**src/rtl/fnd_pkg.sv**
```systemverilog
// Shared definitions for the FND (7-segment) display blocks: glyph table,
// segment bit ordering and the all-off drive constants.
package fnd_pkg;

    // Segment vectors. Bit order is {dp,g,f,e,d,c,b,a}, all active-low.
    typedef logic [6:0] seg7_t;
    typedef logic [7:0] seg8_t;

    localparam int SEG_A  = 0;
    localparam int SEG_B  = 1;
    localparam int SEG_C  = 2;
    localparam int SEG_D  = 3;
    localparam int SEG_E  = 4;
    localparam int SEG_F  = 5;
    localparam int SEG_G  = 6;
    localparam int SEG_DP = 7;

    // All segments dark (active-low, so every bit high).
    localparam seg7_t SEG7_OFF = 7'h7F;
    localparam seg8_t SEG_OFF  = 8'hFF;

    // Active-low hex glyphs {g,f,e,d,c,b,a} for 0..F.
    localparam seg7_t GLYPH_0 = 7'h40;
    localparam seg7_t GLYPH_1 = 7'h79;
    localparam seg7_t GLYPH_2 = 7'h24;
    localparam seg7_t GLYPH_3 = 7'h30;
    localparam seg7_t GLYPH_4 = 7'h19;
    localparam seg7_t GLYPH_5 = 7'h12;
    localparam seg7_t GLYPH_6 = 7'h02;
    localparam seg7_t GLYPH_7 = 7'h78;
    localparam seg7_t GLYPH_8 = 7'h00;
    localparam seg7_t GLYPH_9 = 7'h10;
    localparam seg7_t GLYPH_A = 7'h08;
    localparam seg7_t GLYPH_B = 7'h03;
    localparam seg7_t GLYPH_C = 7'h46;
    localparam seg7_t GLYPH_D = 7'h21;
    localparam seg7_t GLYPH_E = 7'h06;
    localparam seg7_t GLYPH_F = 7'h0E;

    // Nibble to active-low glyph lookup.
    function automatic seg7_t hex_glyph(input logic [3:0] nib);
        seg7_t g;
        case (nib)
            4'h0: g = GLYPH_0;
            4'h1: g = GLYPH_1;
            4'h2: g = GLYPH_2;
            4'h3: g = GLYPH_3;
            4'h4: g = GLYPH_4;
            4'h5: g = GLYPH_5;
            4'h6: g = GLYPH_6;
            4'h7: g = GLYPH_7;
            4'h8: g = GLYPH_8;
            4'h9: g = GLYPH_9;
            4'hA: g = GLYPH_A;
            4'hB: g = GLYPH_B;
            4'hC: g = GLYPH_C;
            4'hD: g = GLYPH_D;
            4'hE: g = GLYPH_E;
            default: g = GLYPH_F;
        endcase
        return g;
    endfunction

endpackage

```
**src/rtl/fnd_hex_decoder.sv**
```systemverilog
// Combinational hex nibble to active-low 7-segment decoder.
module fnd_hex_decoder
    import fnd_pkg::*;
(
    input  logic [3:0] i_nibble,
    output logic [6:0] o_seg7
);

    // Pure table lookup; no state.
    always_comb begin
        o_seg7 = hex_glyph(i_nibble);
    end

endmodule

```
**src/rtl/fnd_scan_ctrl.sv**
```systemverilog
// Multiplexed FND scan controller: prescaled digit scan with blank interval,
// frame-coherent value capture, leading-zero blanking and a frame tick.
module fnd_scan_ctrl
    import fnd_pkg::*;
#(
    parameter  int DIGITS       = 4,
    parameter  int SCAN_DIV     = 100000,
    parameter  int BLANK_CYCLES = 1000,
    localparam int IW           = (DIGITS > 2) ? $clog2(DIGITS) : 1
) (
    input  logic                  i_clk,
    input  logic                  i_reset_n,
    input  logic                  i_enable,
    input  logic [4*DIGITS-1:0]   i_value,
    input  logic [DIGITS-1:0]     i_dp,
    input  logic                  i_lzb,
    output logic [DIGITS-1:0]     o_digit,
    output logic [7:0]            o_seg,
    output logic [IW-1:0]         o_index,
    output logic                  o_frame_tick
);

    localparam int            CW        = $clog2(SCAN_DIV);
    localparam logic [CW-1:0] CNT_LAST  = CW'(SCAN_DIV - 1);
    localparam logic [CW-1:0] CNT_BLANK = CW'(BLANK_CYCLES);
    localparam logic [IW-1:0] IDX_LAST  = IW'(DIGITS - 1);

    logic [CW-1:0]         cnt_q, cnt_d;
    logic [IW-1:0]         idx_q, idx_d;
    logic [4*DIGITS-1:0]   val_q, val_d;
    logic [DIGITS-1:0]     dpl_q, dpl_d;

    logic [DIGITS-1:0]     digit_q, digit_d;
    logic [7:0]            seg_q, seg_d;
    logic [IW-1:0]         index_q, index_d;
    logic                  tick_q, tick_d;

    logic                  slot_end;
    logic                  frame_wrap;
    logic [3:0]            cur_nib;
    logic [6:0]            cur_glyph;
    logic [DIGITS-1:0]     lead_zero;

    assign slot_end   = (cnt_q == CNT_LAST);
    assign frame_wrap = slot_end && (idx_q == IDX_LAST);
    assign cur_nib    = val_q[4*idx_q +: 4];

    fnd_hex_decoder u_dec (
        .i_nibble (cur_nib),
        .o_seg7   (cur_glyph)
    );

    // Leading-zero mask: digit k>0 is flagged when it and every higher nibble are zero.
    always_comb begin
        logic hi_zero;
        hi_zero   = 1'b1;
        lead_zero = '0;
        for (int k = DIGITS - 1; k >= 0; k--) begin
            hi_zero      = hi_zero && (val_q[4*k +: 4] == 4'h0);
            lead_zero[k] = hi_zero && (k != 0);
        end
    end

    // Scan counters and capture registers; capture only at frame wrap while enabled.
    always_comb begin
        cnt_d = cnt_q;
        idx_d = idx_q;
        val_d = val_q;
        dpl_d = dpl_q;
        if (!i_enable) begin
            cnt_d = '0;
            idx_d = '0;
            val_d = i_value;
            dpl_d = i_dp;
        end else if (slot_end) begin
            cnt_d = '0;
            if (idx_q == IDX_LAST) begin
                idx_d = '0;
                val_d = i_value;
                dpl_d = i_dp;
            end else begin
                idx_d = idx_q + 1'b1;
            end
        end else begin
            cnt_d = cnt_q + 1'b1;
        end
    end

    // Output drive from the current state; disable forces everything dark at once.
    always_comb begin
        digit_d = '1;
        seg_d   = SEG_OFF;
        index_d = '0;
        tick_d  = 1'b0;
        if (i_enable) begin
            index_d = idx_q;
            tick_d  = frame_wrap;
            if (cnt_q >= CNT_BLANK) begin
                digit_d = ~(DIGITS'(1) << idx_q);
                seg_d   = {~dpl_q[idx_q], (i_lzb && lead_zero[idx_q]) ? SEG7_OFF : cur_glyph};
            end
        end
    end

    // State registers.
    always_ff @(posedge i_clk or negedge i_reset_n) begin
        if (!i_reset_n) begin
            cnt_q <= '0;
            idx_q <= '0;
            val_q <= '0;
            dpl_q <= '0;
        end else begin
            cnt_q <= cnt_d;
            idx_q <= idx_d;
            val_q <= val_d;
            dpl_q <= dpl_d;
        end
    end

    // Output registers; asynchronous reset darkens the display immediately.
    always_ff @(posedge i_clk or negedge i_reset_n) begin
        if (!i_reset_n) begin
            digit_q <= '1;
            seg_q   <= SEG_OFF;
            index_q <= '0;
            tick_q  <= 1'b0;
        end else begin
            digit_q <= digit_d;
            seg_q   <= seg_d;
            index_q <= index_d;
            tick_q  <= tick_d;
        end
    end

    assign o_digit      = digit_q;
    assign o_seg        = seg_q;
    assign o_index      = index_q;
    assign o_frame_tick = tick_q;

endmodule
```
**config.mk**
```make
export PLATFORM = sky130hd
export DESIGN_NAME = fnd_scan_ctrl
export DESIGN_NICKNAME = d
export VERILOG_FILES = /design/src/rtl/fnd_pkg.sv /design/src/rtl/fnd_hex_decoder.sv /design/src/rtl/fnd_scan_ctrl.sv
export SDC_FILE = /design/constraint.sdc
export NUM_CORES = 1
export LEC_CHECK = 0
export BUFFER_PORTS_ARGS = -buffer_cell sky130_fd_sc_hd__buf_2
export CORE_MARGIN = 10
export CORE_UTILIZATION = 50
export CTS_CLUSTER_DIAMETER = 60
export CTS_CLUSTER_SIZE = 14
export DETAILED_ROUTE_END_ITERATION = 8
export GPL_ROUTABILITY_DRIVEN = 0
export GPL_TIMING_DRIVEN = 0
export PLACE_DENSITY = 0.7
export SYNTH_ARGS = -nofsm -noshare
export SYNTH_HDL_FRONTEND = slang
export SYNTH_SLANG_ARGS = --single-unit
```
**constraint.sdc**
```tcl
create_clock -name i_clk -period 2.5 [get_ports i_clk]
set_clock_uncertainty 0.05 [all_clocks]
set_input_delay 0 -clock i_clk [delete_from_list [all_inputs] [get_ports i_clk]]
set_output_delay 0 -clock i_clk [all_outputs]
set_load 0.02 [all_outputs]
```
==> results by stage <==
Clocking:
- The H-tree was split into 2 levels.
- The clock transition at the register clock pins on the worst setup and hold paths after CTS is 0.09 ns.
- The root cell of the clock tree is clkbuf_8.
- Clock tree synthesis found a total of 54 sinks.
- The later pin in the worst-skew pair is clocked with a latency of between 0.3 and 0.4 ns.
- The CTS tree is built.
- The number of clock buffers added by TritonCTS is 5.
- The largest buffer count on any clock path is 2.
- The post-CTS setup repair buffer count is 0.

Run status:
- The flow ran to the end, and the final reports show no timing, DRC or antenna violations.

STA:
- In the final timing run, aggregate negative setup slack is 0 ns.
- Based on the critical path, the design can be clocked at up to 428 MHz.
- For the pin with the worst max-slew slack, the measured transition is about 1.1 ns.
- Subtracting the final worst setup slack from the clock period gives 2.34 ns.
- The ratio of final minimum period to clock period is 0.934.
- Setup repair after global routing left no endpoint under its margin.
- The worst slew slack as a fraction of its limit is 0.242.
- Setup violations remaining at the end of the flow were counted as 0.
- The total count of max-transition violations in the final report is 0.
- Across all hold checks on the routed design, the worst slack comes to ~0.22 ns.
- The final count of hold timing violations is 0.

Route:
- The violation count after the first detailed-routing iteration is between 100 and 150.
- After detailed routing, the total wire length is between 5 and 6 mm.
- Dividing the detail-routed via count by the number of cells gives around 5.1.
- The pre-antenna-repair detailed-routing pass consisted of 4 iterations.
- In the routed design, unresolved DRC markers number 0.
- The routed layout has between 1,500 and 2,000 vias.
- The count of nets left with antenna violations once routing finished came out at 0.
- The average wire per cell in the routed design is 14.9 microns.

Synthesis:
- The synthesized design contains 0 enable-type register cells.
- In the synthesized netlist, the cells that appear most often are dfrtp_1, mux2_4, nor2_1.
- Of the post-synthesis cell area, the dominant cell type holds 0.373.
- The largest total area in the synthesized netlist belongs to dfrtp_1.
- The mean area per synthesized cell is approximately 12 sq um.
- The Yosys step of the flow raised 0 warnings.
- The flip-flop and latch count after synthesis is 54.
- The sequential-to-total area share from yosys stat is 0.485.
- The main flop type after synthesis is dfrtp_1.
- After synthesis, the cell types taking the most area are dfrtp_1, dfstp_2, mux2_4, ha_1, xnor2_1.
- By instance count, the leading cell after synthesis is dfrtp_1.
- After technology mapping, the gate count stands at roughly 240.
- The fraction of synthesis flops using an asynchronous set or reset pin is 1.00.
- In this run, distinct cell masters in the synthesized netlist total between 40 and 50.
- After synthesis the cells add up to 2820 sq um.
- When the netlist entered floorplanning its net count stood at between 200 and 300.

Floorplan:
- The row count is 27.
- The floorplan step defined a die boundary enclosing around 9000 sq um.
- In this run the vertical extent of the chip is 95.1 microns.
- The core area is 5470 sq um.
- The die is between 90 and 100 microns wide.
- 39 I/O pins were placed.
- For this configuration, the core starts out at a cell density of 0.515.

Worst setup path:
- The arrival time reported for the critical path endpoint is approximately 2.5 ns.
- The kind of end point of the critical path is a flip-flop.
- The type of origin of the critical path is a flip-flop.
- The worst setup path is of the reg2reg kind.
- Data on the critical path is required at its endpoint by between 2 and 3 ns.
- Of all nets on the critical path, the largest fanout is 6.

Job:
- The max-cap check violation count is 0.

GRT:
- The total congestion overflow is 0.
- For this run, the total global-route usage over all layers was measured as 0.133.
- The initial antenna violation count is 0.
- Entering global routing, the biggest net connects between 50 and 60 pins.
- The first global-routing pass estimated roughly 9.6 mm of wire.
- The number of global-route vias before repair is approximately 2,000.

Pwr:
- Summing internal, switching and leakage power gives between 1.5 and 2 mW.
- VDD sags by at most between 0.3 and 0.4 mV.
- Summed over all cells, the static leakage comes to about 1.5 nW.
- The total power per unit cell area is a little over 500 nW/um^2.

Cells and area:
- The final layout contains around 340 nets.
- Of the cells placed in the final design, the portion with a size suffix greater than 1 is 0.316.
- The number of antenna repair diodes is 0.
- The finished cells cover around 3400 sq um.
- Compared with the post-synthesis result, the final layout area differs by 21.7%.

Placed design:
- Input and output buffers added on the ports amount to 38.
- The placed instances occupy a cell area of approximately 3100 sq um.
- Once detailed placement completed, the half-perimeter wirelength came to slightly below 4 mm.

Worst hold path:
- The tightest min-delay check is of the in2reg type.
-- layout make-up --
class	count	area, sq um
Inverter	9	33.8
Timing Repair Buffer	60	410
Sequential cell	54	1370
Buffer	7	47.5
Clock buffer	6	72.6
Fill cell	453	2050
Tap cell	72	90.1
Clock inverter	2	33.8
Multi-Input combinational cell	166	1370
-- sequential cells by signal, summed over array words and instances (netlist names) --
name          count
dpl_q             4
o_seg             8
o_index           2
val_q            16
o_frame_tick      1
o_digit           4
cnt_q            17
idx_q             2
-- per-stage QoR --
step	cells	utilization	setup slack, ns
2_1_floorplan	237	-	0.263
3_3_place_gp	347	0.566	-0.136
3_5_place_dp	347	0.566	-0.155
4_1_cts	376	0.626	0.0701
5_1_grt	376	0.626	0.0381
6_report	376	0.626	0.165
-- final timing paths --
kind                                       from  slack, ns  cells after the start                   end
min                                       i_lzb       0.22                      5    o_seg[4]$_DFF_PN1_
min reg2reg                  cnt_q[0]$_DFF_PN0_       0.45                      1    cnt_q[0]$_DFF_PN0_
min in group asynchronous             i_reset_n       0.41                      2   cnt_q[10]$_DFF_PN0_
max                        idx_q[0]$_DFFE_PN0P_       0.16                      7    o_seg[0]$_DFF_PN1_
max in group asynchronous             i_reset_n       1.22                      2  idx_q[1]$_DFFE_PN0P_
max reg2reg                idx_q[0]$_DFFE_PN0P_       0.16                      7    o_seg[0]$_DFF_PN1_
-- worst max-delay path: stages, from the launching register on --
cell,delay (ns)
dfrtp_2,0.47
mux4_2,0.60
inv_1,0.17
ha_1,0.24
nor2b_1,0.15
a2111oi_0,0.07
a221o_1,0.27
o21ai_0,0.23
-- per-layer routing --
metal / part of all wire / vias up / global-route usage
li1: - / 959 / -
met2: 0.46 / 33 / 0.214
met1: 0.48 / 923 / 0.169
met4: 0.010 / 0 / 0.0449
met5: 0 / - / 0
met3: 0.050 / 5 / 0.0361
-- cell families (layout without fill, tap and decap cells) --
| logic type | after synthesis | after routing | share of synthesized area |
|---|---|---|---|
| flops | 54 | 54 | 0.485 |
| fa+ha+maj | 12 | 12 | 0.0533 |
| simple gates | 85 | 85 | 0.165 |
| xor+xnor | 15 | 15 | 0.0466 |
| compound gates | 21 | 21 | 0.0524 |
| buf+inv | 17 | 84 | 0.0293 |
| mux | 33 | 33 | 0.168 |
-- repair_timing --
action / CTS / global route
pin swaps: 0 / 0
resized for setup: 2 / 3
endpoints found under the hold margin: 67 / 0
hold buffers: 22 / 0
setup endpoints to repair: 1 / 3
-- power breakdown --
part / switching (mW) / internal [mW] / leakage, nW
registers: 0.0349 / 0.910 / 0.662
logic: 0.102 / 0.134 / 0.809
clock network: 0.278 / 0.296 / 0.0528
-- layout by cell type, fill, tap and decap left out, types with 5 or more instances in the layout --
cell and instances:
and2_1 8, buf_2 40, clkbuf_8 5, dfrtp_1 40
dfstp_2 12, dlygate4sd3_1 22, ha_1 11, inv_1 9
mux2_4 20, mux2i_1 6, nand2_1 15, nand3_1 10
nor2_1 20, nor2b_1 6, nor4_1 6, o21ai_0 5
xnor2_1 9, xor2_1 6
Power figures use the tool's default switching activity.
